$ cat config.mk
export PLATFORM = sky130hd
export DESIGN_NAME = blft_wpack
export DESIGN_NICKNAME = d
export VERILOG_FILES = /design/src/rtl/blft_pkg.sv /design/src/rtl/blft_wfifo.sv /design/src/rtl/blft_wpack.sv
export SDC_FILE = /design/constraint.sdc
export NUM_CORES = 1
export LEC_CHECK = 0
export CORE_MARGIN = 2
export CORE_UTILIZATION = 45
export CTS_CLUSTER_DIAMETER = 120
export DETAILED_ROUTE_END_ITERATION = 7
export GPL_TIMING_DRIVEN = 0
export HOLD_SLACK_MARGIN = 0.15
export SETUP_SLACK_MARGIN = 0.15
export SYNTH_ARGS = -nofsm -noshare
export SYNTH_HDL_FRONTEND = slang
export SYNTH_SLANG_ARGS = --single-unit
$ cat constraint.sdc
create_clock -name clk -period 4.3 [get_ports clk]
set_input_delay 0.86 -clock clk [delete_from_list [all_inputs] [get_ports clk]]
set_output_delay 0.86 -clock clk [all_outputs]
set_load 0.03 [all_outputs]
$ cat src/rtl/blft_pkg.sv
// Shared widths, FSM state encoding and the packed write-word payload for the
// pixel-to-word packer.
package blft_pkg;

    localparam int unsigned ADDR_W  = 16;
    localparam int unsigned PIX_W   = 8;
    localparam int unsigned WORD_W  = 32;
    localparam int unsigned LANES   = 4;
    localparam int unsigned LANE_W  = 2;
    localparam int unsigned WADDR_W = ADDR_W - LANE_W;

    typedef enum logic [1:0] {
        ST_RUN   = 2'd0,
        ST_FLUSH = 2'd1,
        ST_DRAIN = 2'd2,
        ST_DONE  = 2'd3
    } state_e;

    typedef struct packed {
        logic [WADDR_W-1:0] addr;
        logic [LANES-1:0]   be;
        logic [WORD_W-1:0]  data;
    } wword_t;

    // One-hot byte-enable for a lane index.
    function automatic logic [LANES-1:0] lane_bit(input logic [LANE_W-1:0] lane);
        return LANES'(1) << lane;
    endfunction

endpackage

$ cat src/rtl/blft_wfifo.sv
// Synchronous word FIFO whose head entry is presented through registered outputs.
module blft_wfifo
    import blft_pkg::*;
#(
    parameter int unsigned DEPTH = 4
) (
    input  logic   clk,
    input  logic   rst,
    input  logic   i_push,
    input  wword_t i_push_word,
    output logic   o_valid,
    output wword_t o_word,
    input  logic   i_ready,
    output logic   o_empty_c,
    output logic   o_drop_c
);

    localparam int unsigned PTR_W = (DEPTH > 1) ? $clog2(DEPTH) : 1;
    localparam int unsigned CNT_W = PTR_W + 1;

    wword_t             r_mem [DEPTH];
    logic [PTR_W-1:0]   r_wr_ptr;
    logic [PTR_W-1:0]   r_rd_ptr;
    logic [CNT_W-1:0]   r_count;
    logic               r_valid;
    wword_t             r_word;

    logic               w_pop;
    logic               w_full;
    logic               w_push_ok;
    logic [PTR_W-1:0]   w_rd_nxt;
    logic [CNT_W-1:0]   w_cnt_nxt;
    wword_t             w_head_nxt;

    // Next head: a word written on this edge bypasses memory when it becomes the head.
    always_comb begin
        w_pop      = r_valid && i_ready;
        w_full     = (r_count == CNT_W'(DEPTH));
        w_push_ok  = i_push && (!w_full || w_pop);
        o_drop_c   = i_push && w_full && !w_pop;
        w_rd_nxt   = w_pop ? PTR_W'(r_rd_ptr + 1'b1) : r_rd_ptr;
        w_cnt_nxt  = r_count + CNT_W'(w_push_ok) - CNT_W'(w_pop);
        w_head_nxt = (w_push_ok && (r_wr_ptr == w_rd_nxt)) ? i_push_word : r_mem[w_rd_nxt];
        o_empty_c  = (r_count == '0);
    end

    always_ff @(posedge clk) begin
        if (w_push_ok) begin
            r_mem[r_wr_ptr] <= i_push_word;
        end
    end

    always_ff @(posedge clk or negedge rst) begin
        if (!rst) begin
            r_wr_ptr <= '0;
            r_rd_ptr <= '0;
            r_count  <= '0;
            r_valid  <= 1'b0;
            r_word   <= '0;
        end else begin
            if (w_push_ok) begin
                r_wr_ptr <= PTR_W'(r_wr_ptr + 1'b1);
            end
            r_rd_ptr <= w_rd_nxt;
            r_count  <= w_cnt_nxt;
            r_valid  <= (w_cnt_nxt != '0);
            if (w_cnt_nxt != '0) begin
                r_word <= w_head_nxt;
            end
        end
    end

    assign o_valid = r_valid;
    assign o_word  = r_word;

endmodule

$ cat src/rtl/blft_wpack.sv
// Packs filtered pixel writes into 32-bit byte-enabled memory words and signals
// end-of-frame once every packed word has been accepted.
module blft_wpack
    import blft_pkg::*;
#(
    parameter int unsigned FIFO_DEPTH = 4
) (
    input  logic               clk,
    input  logic               rst,
    input  logic               in_valid,
    input  logic [ADDR_W-1:0]  in_addr,
    input  logic [PIX_W-1:0]   in_data,
    input  logic               in_finish,
    output logic               wr_valid,
    input  logic               wr_ready,
    output logic [WADDR_W-1:0] wr_addr,
    output logic [WORD_W-1:0]  wr_data,
    output logic [LANES-1:0]   wr_be,
    output logic               done,
    output logic               err
);

    localparam logic [LANES-1:0] ALL_LANES = {LANES{1'b1}};

    state_e               r_state;
    logic [WADDR_W-1:0]   r_pk_addr;
    logic [WORD_W-1:0]    r_pk_data;
    logic [LANES-1:0]     r_pk_be;
    logic                 r_done;
    logic                 r_err;

    state_e               w_state_nxt;
    logic [WADDR_W-1:0]   w_pk_addr_nxt;
    logic [WORD_W-1:0]    w_pk_data_nxt;
    logic [LANES-1:0]     w_pk_be_nxt;
    logic                 w_push;
    wword_t               w_push_word;
    logic                 w_pix_err;

    logic [LANE_W-1:0]    w_lane;
    logic [WADDR_W-1:0]   w_waddr;
    logic [LANES-1:0]     w_lane_be;
    logic [WORD_W-1:0]    w_lane_data;
    logic [WORD_W-1:0]    w_lane_mask;
    logic [WORD_W-1:0]    w_mrg_data;
    logic [LANES-1:0]     w_mrg_be;
    logic                 w_new_word;

    logic                 w_fifo_valid;
    wword_t               w_fifo_word;
    logic                 w_fifo_empty;
    logic                 w_fifo_drop;

    // Next state, pack update and FIFO push request.
    always_comb begin
        w_state_nxt   = r_state;
        w_pk_addr_nxt = r_pk_addr;
        w_pk_data_nxt = r_pk_data;
        w_pk_be_nxt   = r_pk_be;
        w_push        = 1'b0;
        w_push_word   = '{addr: r_pk_addr, be: r_pk_be, data: r_pk_data};
        w_pix_err     = 1'b0;

        w_lane      = in_addr[LANE_W-1:0];
        w_waddr     = in_addr[ADDR_W-1:LANE_W];
        w_lane_be   = lane_bit(w_lane);
        w_lane_data = WORD_W'(in_data) << {w_lane, 3'b000};
        w_lane_mask = WORD_W'({PIX_W{1'b1}}) << {w_lane, 3'b000};
        w_new_word  = (r_pk_be == '0) || (r_pk_addr != w_waddr);
        // A fresh word starts from zero so unwritten lanes never carry stale bytes.
        w_mrg_data  = ((w_new_word ? '0 : r_pk_data) & ~w_lane_mask) | w_lane_data;
        w_mrg_be    = (w_new_word ? '0 : r_pk_be) | w_lane_be;

        case (r_state)
            ST_RUN: begin
                if (in_valid) begin
                    if ((r_pk_be != '0) && (r_pk_addr != w_waddr)) begin
                        w_push = 1'b1;
                    end
                    if (w_mrg_be == ALL_LANES) begin
                        w_push      = 1'b1;
                        w_push_word = '{addr: w_waddr, be: w_mrg_be, data: w_mrg_data};
                        w_pk_be_nxt = '0;
                    end else begin
                        w_pk_addr_nxt = w_waddr;
                        w_pk_data_nxt = w_mrg_data;
                        w_pk_be_nxt   = w_mrg_be;
                    end
                end
                if (in_finish) begin
                    w_state_nxt = ST_FLUSH;
                end
            end
            ST_FLUSH: begin
                w_pix_err   = in_valid;
                w_push      = (r_pk_be != '0);
                w_pk_be_nxt = '0;
                w_state_nxt = ST_DRAIN;
            end
            ST_DRAIN: begin
                w_pix_err = in_valid;
                if (w_fifo_empty && !w_fifo_valid) begin
                    w_state_nxt = ST_DONE;
                end
            end
            default: begin
                w_pix_err   = in_valid;
                w_state_nxt = ST_RUN;
            end
        endcase
    end

    always_ff @(posedge clk or negedge rst) begin
        if (!rst) begin
            r_state   <= ST_RUN;
            r_pk_addr <= '0;
            r_pk_data <= '0;
            r_pk_be   <= '0;
            r_done    <= 1'b0;
            r_err     <= 1'b0;
        end else begin
            r_state   <= w_state_nxt;
            r_pk_addr <= w_pk_addr_nxt;
            r_pk_data <= w_pk_data_nxt;
            r_pk_be   <= w_pk_be_nxt;
            r_done    <= (w_state_nxt == ST_DONE);
            r_err     <= r_err | w_fifo_drop | w_pix_err;
        end
    end

    blft_wfifo #(
        .DEPTH (FIFO_DEPTH)
    ) u_wfifo (
        .clk         (clk),
        .rst         (rst),
        .i_push      (w_push),
        .i_push_word (w_push_word),
        .o_valid     (w_fifo_valid),
        .o_word      (w_fifo_word),
        .i_ready     (wr_ready),
        .o_empty_c   (w_fifo_empty),
        .o_drop_c    (w_fifo_drop)
    );

    assign wr_valid = w_fifo_valid;
    assign wr_addr  = w_fifo_word.addr;
    assign wr_data  = w_fifo_word.data;
    assign wr_be    = w_fifo_word.be;
    assign done     = r_done;
    assign err      = r_err;

endmodule

==> impl_metrics.json <==
{
  "fillers": 2393,
  "slowest_delay_ns": 0.46,
  "gr-total-overflow": 0,
  "max_cap_violations": 0,
  "cp_slowest_cell": "fa_2",
  "grt_max_degree": 87,
  "ys.flop_type": "edfxtp_1",
  "grt_pass1_vias": 7638,
  "rsz0062_at_grt": "false",
  "hold_violations": 0,
  "start_util_pct": 45.51,
  "io_pins": 82,
  "p_leak_nw": 5.729,
  "ir_drop_uv": 454.2,
  "async_flop_share_pct": 35.90,
  "max_slew.worst_pin.slew_ns": 1.086,
  "ys_warn_count": 0,
  "synth_seq_cells": 312,
  "die_h_um": 173.9,
  "grt_pass1_wl_mm": 45.35,
  "crit_buf_inv": 6,
  "rr_startpoint": "r_pk_be[0]",
  "via_count": 7348,
  "synth_nets": 844,
  "path_class": "in -> reg",
  "relSlewSlack_pct": 27.11,
  "startpoint_type": "primary input",
  "synthSimpleGateAreaFrac_pct": 4.777,
  "r2r_setup_slack_ns": 0.53,
  "post-route-util_pct": 54.36,
  "fin_hold_ws_ns": 0.2195,
  "setup_viol": 0,
  "layout_common_cells": "200 x edfxtp_1, 112 x dfrtp_1, 86 x nand2_1",
  "antenna_cells": 0,
  "synth_xor_area_share_pct": 1.348,
  "finalPower_mw": 13.02,
  "fmax_mhz": 254.7,
  "status": "finished, final reports clean",
  "clk-insertion-delay-late_ns": 0.51,
  "final_common_cell": "edfxtp_1",
  "core_area_um2": 28550,
  "synth_cells": 804,
  "synth.distinct_cells": 51,
  "antenna_found_initial": 0,
  "power_density_nw_per_um2": 839.0,
  "syn_area_um2": 12990,
  "cp_common_cell": "buf_4",
  "synthTopCellsByArea": "edfxtp_1 46%, dfrtp_1 22%, mux4_2 8.7%",
  "placed_area_um2": 14320,
  "r2r-end": "u_wfifo.o_word[15]",
  "cts_sinks": 312,
  "via_per_inst": 5.508,
  "die_w_um": 173.9,
  "design_area_um2": 15520,
  "finalCritPeriodShare_pct": 91.32,
  "wl_per_cell_um": 21.90,
  "dieArea_um2": 30240,
  "fin_setup_tns_ns": 0,
  "crit_family": "buffers and inverters",
  "drtPass1Iterations": 4,
  "port-buffer-count": 81,
  "synth_compound_area_share_pct": 7.936,
  "clk_pin_slew_ns": 0.06,
  "first_iter_violations": 549,
  "critical_path_required_ns": 4.69,
  "yosysSeqAreaShare_pct": 67.80,
  "synth.area.mux_share_pct": 14.67,
  "cp-end-kind": "register",
  "drive_above_1_share_pct": 20.95,
  "wl_mm": 29.22,
  "cts_tree": "done",
  "synth_top_family_by_area": "multiplexers",
  "clock_path_buffers": 3,
  "areaGrowthSynthToFinish_pct": 19.45,
  "synthAdderAreaFrac_pct": 1.117,
  "min_period_ns": 3.927,
  "fin_nets": 967,
  "timing.critical_path.depth": 17,
  "critPathArrivalTime_ns": 4.32,
  "finalMaxSlewViolations": 0,
  "synth_edf_count": 200,
  "cp_max_fo": 10,
  "synth_top_area_cell": "edfxtp_1",
  "numCtsBuffers": 34,
  "root_buffer": "clkbuf_16",
  "row_count": 62,
  "drc_errors": 0,
  "avgSynthCellArea_um2": 16.16,
  "grt_usage_pct": 19.69,
  "place_congestion": 0.8163,
  "hpwlAfterDp_mm": 17.98,
  "cts_htree_levels": 2,
  "skew_ns": 0.02554,
  "worst_r2r_path_depth": 15,
  "synth_top_area_share_pct": 46.23,
  "drt.antenna.violating_nets": 0,
  "min_path_type": "in -> async",
  "path_cells": "clkdlybuf4s50_1, xor2_1, nor4_4, buf_4, and4_4, a21o_1, nor2b_1, buf_4, ha_1, fa_2, nor3_4, inv_1, buf_4, buf_4, nand2_1, o21ai_0, a31o_1"
}
[registers in the layout (all words and copies together), names as in the netlist]
register          cells
u_wfifo.r_mem       200
r_pk_addr            14
r_state               2
u_wfifo.r_count       3
done                  1
u_wfifo.r_wr_ptr      2
r_pk_data            32
u_wfifo.o_word       50
r_pk_be               4
u_wfifo.r_rd_ptr      2
err                   1
u_wfifo.o_valid       1
[synth_stat cells, drive strengths merged (10+ instances only)]
cell type	number
xor2	17
mux2i	19
o21ai	63
inv	19
clkbuf	41
edfxtp	200
nand2	86
buf	12
a22o	32
dfrtp	112
a31o	32
mux4	50
mux2	47
ha	10
[how the worst max path moves through the flow]
stage	startpoint	end	slack (ns)
after floorplan	in_addr[3]	u_wfifo.o_word[29]	0.34
after global placement	rst	u_wfifo.o_word[41]	-2.63
after detailed placement	in_addr[9]	u_wfifo.o_word[36]	-1.56
after CTS	in_addr[2]	u_wfifo.o_word[17]	0.12
after global routing	in_addr[14]	u_wfifo.o_word[15]	0.14
final	in_addr[14]	u_wfifo.o_word[15]	0.37
[metal layers]
layer	global-route usage, %	vias to the layer above	wire length (um)
met2	32.89	177	14540
met3	3.128	34	1139
met4	4.587	0	438
li1	-	3327	-
met5	0	-	0
met1	27.40	3810	13100
[cells by family after synthesis]
kind of cell,Yosys count
and+or+nand+nor,125
adders and majority gates,11
DFF,312
xor gates and xnor gates,20
AOI/OAI and AO/OA,148
buffers and inverters,72
muxes,116
[where the power goes]
part | switching [mW] | internal [mW] | total (mW)
Sequential | 0.402 | 4.23 | 4.63
Clock | 1.14 | 1.75 | 2.88
Combinational | 3.09 | 2.41 | 5.51
[through the flow]
step                cells  setup WS, ns
CTS                  1332        0.1195
global placement     1269        -2.627
global route         1334        0.1408
floorplan             804        0.3382
detailed placement   1270        -1.561
finish               1334        0.3732
[final cells by class]
cell class                 count  area (um2)  area share [%]
clock inverter                 7       112.6          0.7256
inverter                      19       71.32          0.4596
sequential                   312        8808           56.76
multi-input combinational    420        3919           25.25
clock buffer                  52       979.7           6.313
buffer                        53       270.3           1.742
timing repair buffer          87       877.1           5.652
tap                          384       480.5           3.096
[timing repair]
item | 4_1_cts | 5_1_grt
setup buffers | 3 | 2
resized for setup | 21 | 14
endpoints found under the setup margin | 51 | 50
hold buffers | 0 | 0
pin swaps | 3 | 5
Power figures use the tool's default switching activity.
